File: src/rtl/axis_pretrigger_packetizer.sv
// AXI4-Stream capture gate: passes a pre-trigger fill, waits for a trigger rising edge,
// then passes a fixed number of post-trigger beats ending in tlast.
module axis_pretrigger_packetizer #(
  parameter int    AXIS_TDATA_WIDTH = 32,
  parameter int    CNTR_WIDTH       = 32,
  parameter string CONTINUOUS       = "FALSE",
  parameter string NON_BLOCKING     = "FALSE"
) (
  input  logic                        aclk,
  input  logic                        aresetn,
  input  logic [CNTR_WIDTH-1:0]       cfg_pre,
  input  logic [CNTR_WIDTH-1:0]       cfg_post,
  input  logic                        arm,
  input  logic                        trigger,
  output logic [CNTR_WIDTH-1:0]       trigger_pos,
  output logic                        enabled,
  output logic                        triggered,
  output logic                        complete,
  output logic                        s_axis_tready,
  input  logic [AXIS_TDATA_WIDTH-1:0] s_axis_tdata,
  input  logic                        s_axis_tvalid,
  input  logic                        m_axis_tready,
  output logic [AXIS_TDATA_WIDTH-1:0] m_axis_tdata,
  output logic                        m_axis_tvalid,
  output logic                        m_axis_tlast
);

  localparam bit CONT = (CONTINUOUS == "TRUE");
  localparam bit NB   = (NON_BLOCKING == "TRUE");
  localparam logic [CNTR_WIDTH-1:0] ONE = CNTR_WIDTH'(1);

  typedef enum logic [2:0] {IDLE, FILL, ARMED, POST, DONE} state_t;

  state_t state, state_next, restart_state;
  logic [CNTR_WIDTH-1:0] cfg_pre_q, cfg_post_q, wr_ptr, pre_cnt, post_cnt;
  logic trigger_d, xfer, trig_edge, armed_edge, post_last, finish, start;

  always_comb begin
    enabled       = (state == FILL) || (state == ARMED) || (state == POST);
    triggered     = (state == POST);
    m_axis_tdata  = s_axis_tdata;
    m_axis_tvalid = enabled & s_axis_tvalid;
    s_axis_tready = NB ? (~enabled | m_axis_tready) : (enabled & m_axis_tready);
    xfer          = m_axis_tvalid & m_axis_tready;
    trig_edge     = trigger & ~trigger_d;
    armed_edge    = (state == ARMED) & trig_edge;
    // The edge-cycle beat is post beat #1, so a one-beat packet ends in ARMED itself.
    post_last     = ((state == POST) && (post_cnt == cfg_post_q - ONE)) ||
                    (armed_edge && (cfg_post_q == ONE));
    m_axis_tlast  = post_last;
    finish        = (post_last & xfer) | (armed_edge & (cfg_post_q == '0));
    start         = arm & ((state == IDLE) || (state == DONE));
  end

  always_comb begin
    restart_state = CONT ? ((cfg_pre_q == '0) ? ARMED : FILL) : DONE;
    state_next    = state;
    case (state)
      IDLE, DONE: if (arm) state_next = (cfg_pre == '0) ? ARMED : FILL;
      FILL:       if (xfer && (pre_cnt == cfg_pre_q - ONE)) state_next = ARMED;
      ARMED: begin
        if (finish)          state_next = restart_state;
        else if (armed_edge) state_next = POST;
      end
      POST:       if (finish) state_next = restart_state;
      default:    state_next = IDLE;
    endcase
  end

  always_ff @(posedge aclk or negedge aresetn) begin
    if (!aresetn) begin
      state       <= IDLE;
      cfg_pre_q   <= '0;
      cfg_post_q  <= '0;
      wr_ptr      <= '0;
      pre_cnt     <= '0;
      post_cnt    <= '0;
      trigger_pos <= '0;
      trigger_d   <= 1'b0;
      complete    <= 1'b0;
    end else begin
      state     <= state_next;
      trigger_d <= trigger;
      if (start) begin
        cfg_pre_q  <= cfg_pre;
        cfg_post_q <= cfg_post;
        wr_ptr     <= '0;
        pre_cnt    <= '0;
        post_cnt   <= '0;
        complete   <= 1'b0;
      end else begin
        if (xfer) wr_ptr <= wr_ptr + ONE;
        if ((state == FILL) && xfer) pre_cnt <= pre_cnt + ONE;
        if (armed_edge) begin
          trigger_pos <= wr_ptr;
          post_cnt    <= xfer ? ONE : '0;
        end
        if ((state == POST) && xfer) post_cnt <= post_cnt + ONE;
        if (finish) begin
          pre_cnt  <= '0;
          post_cnt <= '0;
          complete <= 1'b1;
        end else if (CONT) begin
          complete <= 1'b0;
        end
      end
    end
  end

endmodule

File: config.mk
export PLATFORM = sky130hd
export DESIGN_NAME = axis_pretrigger_packetizer
export DESIGN_NICKNAME = d
export VERILOG_FILES = /design/src/rtl/axis_pretrigger_packetizer.sv
export SDC_FILE = /design/constraint.sdc
export NUM_CORES = 1
export LEC_CHECK = 0
export ABC_AREA = 1
export BUFFER_PORTS_ARGS = -buffer_cell sky130_fd_sc_hd__buf_4
export CORE_MARGIN = 5
export CORE_UTILIZATION = 50
export DETAILED_ROUTE_END_ITERATION = 12
export GPL_TIMING_DRIVEN = 0
export MAX_ROUTING_LAYER = met4
export PLACE_DENSITY_LB_ADDON = 0.1
export SETUP_SLACK_MARGIN = 0.1
export SKIP_LAST_GASP = 1
export SYNTH_ARGS = -nofsm -noshare
export SYNTH_HDL_FRONTEND = slang
export SYNTH_SLANG_ARGS = --single-unit
File: constraint.sdc
create_clock -name aclk -period 3.22 [get_ports aclk]
set_input_delay 0.644 -clock aclk [delete_from_list [all_inputs] [get_ports aclk]]
set_output_delay 0.644 -clock aclk [all_outputs]
set_load 0.01 [all_outputs]
After elaboration in Yosys (flattened, before gate mapping)
Index checks and enable logic that the tools add are counted.
{"block": "classes", "addsub": 5, "eq_ne": 11, "muxes": 19, "n_bitwise": 11, "reduce_logical": 19}
{"cell": "32-bit two-way mux", "n": 9}
{"cell": "32-bit by 1-bit adder with 32-bit output (second input constant)", "n": 3}
{"cell": "32-bit == test", "n": 2}
{"cell": "32-bit zero test", "n": 2}
{"cell": "32-bit by 1-bit subtractor with 32-bit output (second input constant)", "n": 2}
{"cell": "32-bit by 1-bit == test with 1-bit output (second input constant)", "n": 1}
{"cell": "3-bit two-way mux", "n": 5}
{"cell": "3-bit one-hot mux with 4 select lines", "n": 1}
{"cell": "1-bit AND", "n": 8}
{"cell": "3-bit by 2-bit == test with 1-bit output (second input constant)", "n": 2}
{"cell": "1-bit logical AND", "n": 5}
{"cell": "1-bit logical OR", "n": 4}
{"cell": "2-bit by 1-bit != test with 1-bit output (second input constant)", "n": 2}
{"cell": "4-bit AND reduction", "n": 1}
{"cell": "2-bit nonzero test", "n": 2}
{"cell": "4-bit nonzero test", "n": 1}
{"cell": "3-bit by 1-bit == test with 1-bit output (second input constant)", "n": 1}
{"cell": "3-bit == test (second input constant)", "n": 1}
{"cell": "3-bit zero test", "n": 1}
{"cell": "1-bit two-way mux", "n": 3}
{"cell": "3-bit != test (second input constant)", "n": 1}
{"cell": "3-bit nonzero test", "n": 1}
{"cell": "2-bit two-way mux", "n": 1}
{"cell": "2-bit != test (second input constant)", "n": 1}
{"cell": "other kinds (4)", "n": 5}
{"block": "totals", "regBits": 197, "in_bits": 102, "output_inout_bits": 70, "wordCells": 74}

Depth between registers and ports, before layout
{"block": "depth", "ltp_word": 10, "mapped_depth": 22, "ltp_nobuf": 22}

Worst setup path before layout
Ideal clock, no wire load.
{"block": "synth_timing", "path_kind": "register -> register", "start": "reg cfg_post_q[0]", "end": "reg post_cnt[22]", "setup_time_ns": 0.123, "t_arrival_ns": 2.307, "t_required_ns": 3.097, "slack_ns": 0.790, "stages_incl_launch_ff": 21, "path_buffers": 1, "synth_period_minus_slack_ns": 2.430, "path_cell_list": "dfrtp_1 -> inv_1 -> ha_1 -> nand2_2 -> nor2_4 -> nand2_2 -> nor2_1 -> nand2_1 -> nand2_1 -> nand2_1 -> nor2_1 -> nand2_1 -> nor2_1 -> nand3_1 -> nand2_1 -> nand2_2 -> nand2_4 -> nor2_8 -> nand2_4 -> buf_6 -> o21ai_2"}
{"block": "synth_between", "elab_chain_cells": 8, "elab_cells_between_ends": 13, "cone_classes": "1 x add/sub; 2 x eq/ne; 2 x mux; 3 x bitwise; 5 x reduce/logical"}
{"item": "from (decl)", "line_no": "35", "text": "logic [CNTR_WIDTH-1:0] cfg_pre_q, cfg_post_q, wr_ptr, pre_cnt, post_cnt;"}
{"item": "from (signal assigned)", "line_no": "86", "text": "cfg_post_q <= cfg_post;"}
{"item": "32-bit by 1-bit subtractor with 32-bit output", "line_no": "48", "text": "post_last = ((state == POST) && (post_cnt == cfg_post_q - ONE)) ||"}
{"item": "32-bit == test", "line_no": "48"}
{"item": "1-bit logical AND", "line_no": "48"}
{"item": "1-bit logical OR (*)", "line_no": "48"}
{"item": "via m_axis_tlast", "line_no": "25", "text": "output logic m_axis_tlast"}
{"item": "1-bit AND (*)", "line_no": "51", "text": "finish = (post_last & xfer) | (armed_edge & (cfg_post_q == '0));"}
{"item": "1-bit OR (*)", "line_no": "51"}
{"item": "32-bit two-way mux", "line_no": "99", "text": "if (finish) begin"}
{"item": "32-bit two-way mux", "line_no": "84", "text": "if (start) begin"}
{"item": "to (signal assigned)", "line_no": "96", "text": "post_cnt <= xfer ? ONE : '0;"}
{"item": "to (signal assigned)", "line_no": "98", "text": "if ((state == POST) && xfer) post_cnt <= post_cnt + ONE;"}
{"item": "to (decl)", "line_no": "35"}
Mark *: on every way through the listed nets, which the timed path passes. The rest lies on a longest branch.
A chain may end at the register's enable or synchronous reset.

Worst setup path after layout
{"block": "layout_timing", "start": "reg cfg_post_q[0]", "end": "out m_axis_tlast"}
{"block": "layout_between", "elab_chain_cells": 4, "elab_cells_between_ends": 6, "cone_classes": "1 x add/sub; 2 x eq/ne; 3 x reduce/logical"}
{"item": "32-bit by 1-bit subtractor with 32-bit output", "line_no": "48"}
{"item": "32-bit == test", "line_no": "48"}
{"item": "1-bit logical AND", "line_no": "48"}
{"item": "1-bit logical OR (*)", "line_no": "48"}
{"item": "to (decl)", "line_no": "25"}
Mark *: on every way between the ends. The rest lies on a longest branch, timed or not.

==> run_results.csv <==
group,metric,value,unit
floorplanning,core-area,24320,um^2
synthesis,synth_area_leaders,"dfrtp_1 (40%), nand2_1 (15%), nor2_1 (5.4%)",
drt,postRouteAntennaNets,0,
drt,vias_per_cell,5.164,
clock_network,cts_root_buffer,"clkbuf_16",
floorplanning,start_util,0.5072,
timing,hold_viol,0,
layout,syn_to_final_growth,19.23,%
synthesis,synth-main-ff-cell,"dfrtp_1",
timing,rsz0062_at_grt,"true",
placed_design,numPortBuffers,139,
floorplanning,die_width,167.1,um
clock_network,cts_buffer_depth,2,
clock_network,h-tree-depth,4,
global_route,grt_start_max_net_pins,108,
timing,relSlewSlack,0.4455,
job,cap_violations,0,
synthesis,post-synth-top-area-cell,"dfrtp_1",
drt,vias,11210,
clock_network,clock_sinks,197,
placed_design,place.gp.congestion,0.9118,
critical_path,critPathLaunchType,"flop",
drt,drcViolationCount,0,
placed_design,post-place-ws,0.03950,ns
floorplanning,fp.dieArea,27910,um^2
power_and_ir_drop,peakVddDrop,0.0004531,V
synthesis,synth_top_area_frac,0.3997,
synthesis,synth_most_common_cell,"nand2_1",
power_and_ir_drop,power_density,659.9,nW/um^2
clock_network,clk_pin_slew,0.08,ns
timing,slew_viol_final,0,
synthesis,synth_seq_cells,197,
timing,hold-worst-slack,0.2513,ns
critical_path,crit_fanout,7,
layout,fin_nets,1942,
power_and_ir_drop,leakage,0.007093,uW
critical_path,crit_type,"flop to output port",
synthesis,synth_async_sr_flop_share,1.000,
synthesis,synth_nets,1771,
layout,drive_above_1_share,0.1906,
timing,min_period,3.065,ns
synthesis,synth_area,12330,um^2
critical_path,critical_path_arrival,2.42,ns
critical_path,worst_setup_path_end_kind,"output port",
worst_hold_path,hp-class,"input port to async pin",
clock_network,cts_made_buffers,17,
synthesis,synthTopCellsByCount,"nand2_1 (488), dfrtp_1 (197), nor2_1 (178)",
timing,setup_ws,0.1549,ns
status,outcome,"completed",
drt,wl_per_cell,15.71,um
timing,tightest_slew,0.8317,ns
floorplanning,dieHeight,167.1,um
synthesis,syn_avg_cell_area,7.417,um^2
power_and_ir_drop,p_clk_frac,0.245,
placed_design,post-dp-hpwl,26410,um
power_and_ir_drop,switching_power,4231,uW
synthesis,syn_inst,1663,
timing,finalSetupViolCount,0,
global_route,grt_pass1_wl,56170,um
layout,num_antenna_cells,0,
power_and_ir_drop,p_seq_frac,0.368,
clock_network,postCtsHoldBufs,0,
global_route,grt_pass1_vias,11150,
placed_design,dpl.cell_count,2127,
clock_network,clk_latency,0.45,ns
floorplanning,rows,57,
timing,fmax,326.2,MHz
power_and_ir_drop,combPwrFrac,0.387,
clock_network,cts_tree,"built",
synthesis,synth_edf_count,0,
drt,firstDrtPassIters,5,
drt,drtIter0Drc,603,
timing,min_period_over_period,0.9519,
global_route,antenna_found_initial,0,
power_and_ir_drop,internal-power,5473,uW
floorplanning,io_pins,172,
drt,wl,34100,um
critical_path,required,2.58,ns
synthesis,ys_types,50,
global_route,grt_usage,0.2534,
global_route,grt_overflow,0,
synthesis,yosysWarnings,0,
synthesis,synth_seq_area_share,0.3997,
timing,finClkSkew,0.01455,ns
power_and_ir_drop,swShare,0.4360,
timing,finalSetupTns,0,ns
layout,stdcell_count,2171,
[routing by layer]
metal	vias up	part of all wire	global-route usage
met5	-	0	-
met4	0	0.028	0.08324
met3	56	0.044	0.03698
met2	269	0.49	0.4139
met1	5274	0.44	0.3264
li1	5611	-	-
[worst paths after layout]
kind,startpoint,endpoint,slack [ns],depth (start not counted)
max in group asynchronous,aresetn,pre_cnt[2],2.03,2
min reg2reg,trigger_pos[2],trigger_pos[2],0.49,2
max reg2reg,state[0],cfg_post_q[22],0.26,7
max,cfg_post_q[0],m_axis_tlast,0.15,15
min,aresetn,cfg_post_q[9],0.25,1
min in group aclk,trigger,trigger_d,0.33,1
[power groups by stage]
stage          logic (uW)  registers, uW  clock network, uW
2_1_floorplan        2580           3400                  0
3_3_place_gp         3520           3550                  0
3_5_place_dp         3600           3560                  0
4_1_cts              3640           3520               2430
5_1_grt              4250           3650               2520
6_report             3750           3570               2380
[kinds of logic (layout without fill, tap and decap cells)]
group	Yosys count	in the layout	share of synthesized area
DFF	197	197	0.3997
buffers and inverters	256	440	0.09109
and+or+nand+nor	925	925	0.3392
AOI/OAI and AO/OA	163	163	0.07588
muxes	6	6	0.005477
xor gates and xnor gates	110	110	0.08257
adders and majority gates	6	6	0.006086
[per-stage QoR]
stage,total power [uW],util,cell area [um^2]
floorplan,5980,-,12330
global placement,7074,0.5668,13780
detailed placement,7157,0.5682,13820
CTS,9589,0.5968,14510
global route,10420,0.6047,14710
finish,9705,0.6047,14710
[sequential cells by signal, summed over array words and instances, names as in the netlist]
name / flops
state: 3
cfg_post_q: 32
wr_ptr: 32
pre_cnt: 32
complete: 1
cfg_pre_q: 32
trigger_d: 1
post_cnt: 32
trigger_pos: 32
[area by class of cell]
cell class | count | area, um^2
Tap cell | 324 | 405.4
Sequential cell | 197 | 4940
Clock buffer | 17 | 425.4
Clock inverter | 15 | 237.7
Multi-Input combinational cell | 1210 | 6406
Inverter | 182 | 690.7
Timing Repair Buffer | 152 | 1169
Fill cell | 2256 | 9613
Buffer | 74 | 432.9
[cells in the final DEF, fill, tap and decap left out, types with 34 or more instances in the layout]
cell type	Yosys	layout
buf_4	34	184
dfrtp_1	197	189
inv_1	177	174
nand2_1	488	484
nand3_1	78	78
nand4_1	34	34
nor2_1	178	161
nor3_1	50	50
o21ai_0	82	82
xnor2_1	38	38
xor2_1	68	68
[repair_timing]
item                                    CTS  global route
buffers inserted                          2            10
pin swaps                                 1             9
resized for setup                         8            38
endpoints found under the setup margin   12             7
[worst max-delay path: stages, from the launching register on]
cell	delay, ns
dfrtp_1	0.39
inv_2	0.13
ha_4	0.18
nand2_4	0.08
nor2_4	0.21
nand2_1	0.08
nand2_1	0.06
nand2_1	0.05
nor2_1	0.10
nand2_1	0.08
nor2_2	0.13
nand2_1	0.08
nor2_1	0.09
nand3_1	0.10
nand2_2	0.10
buf_4	0.12
Note: power is estimated with default switching activity, not from simulation.
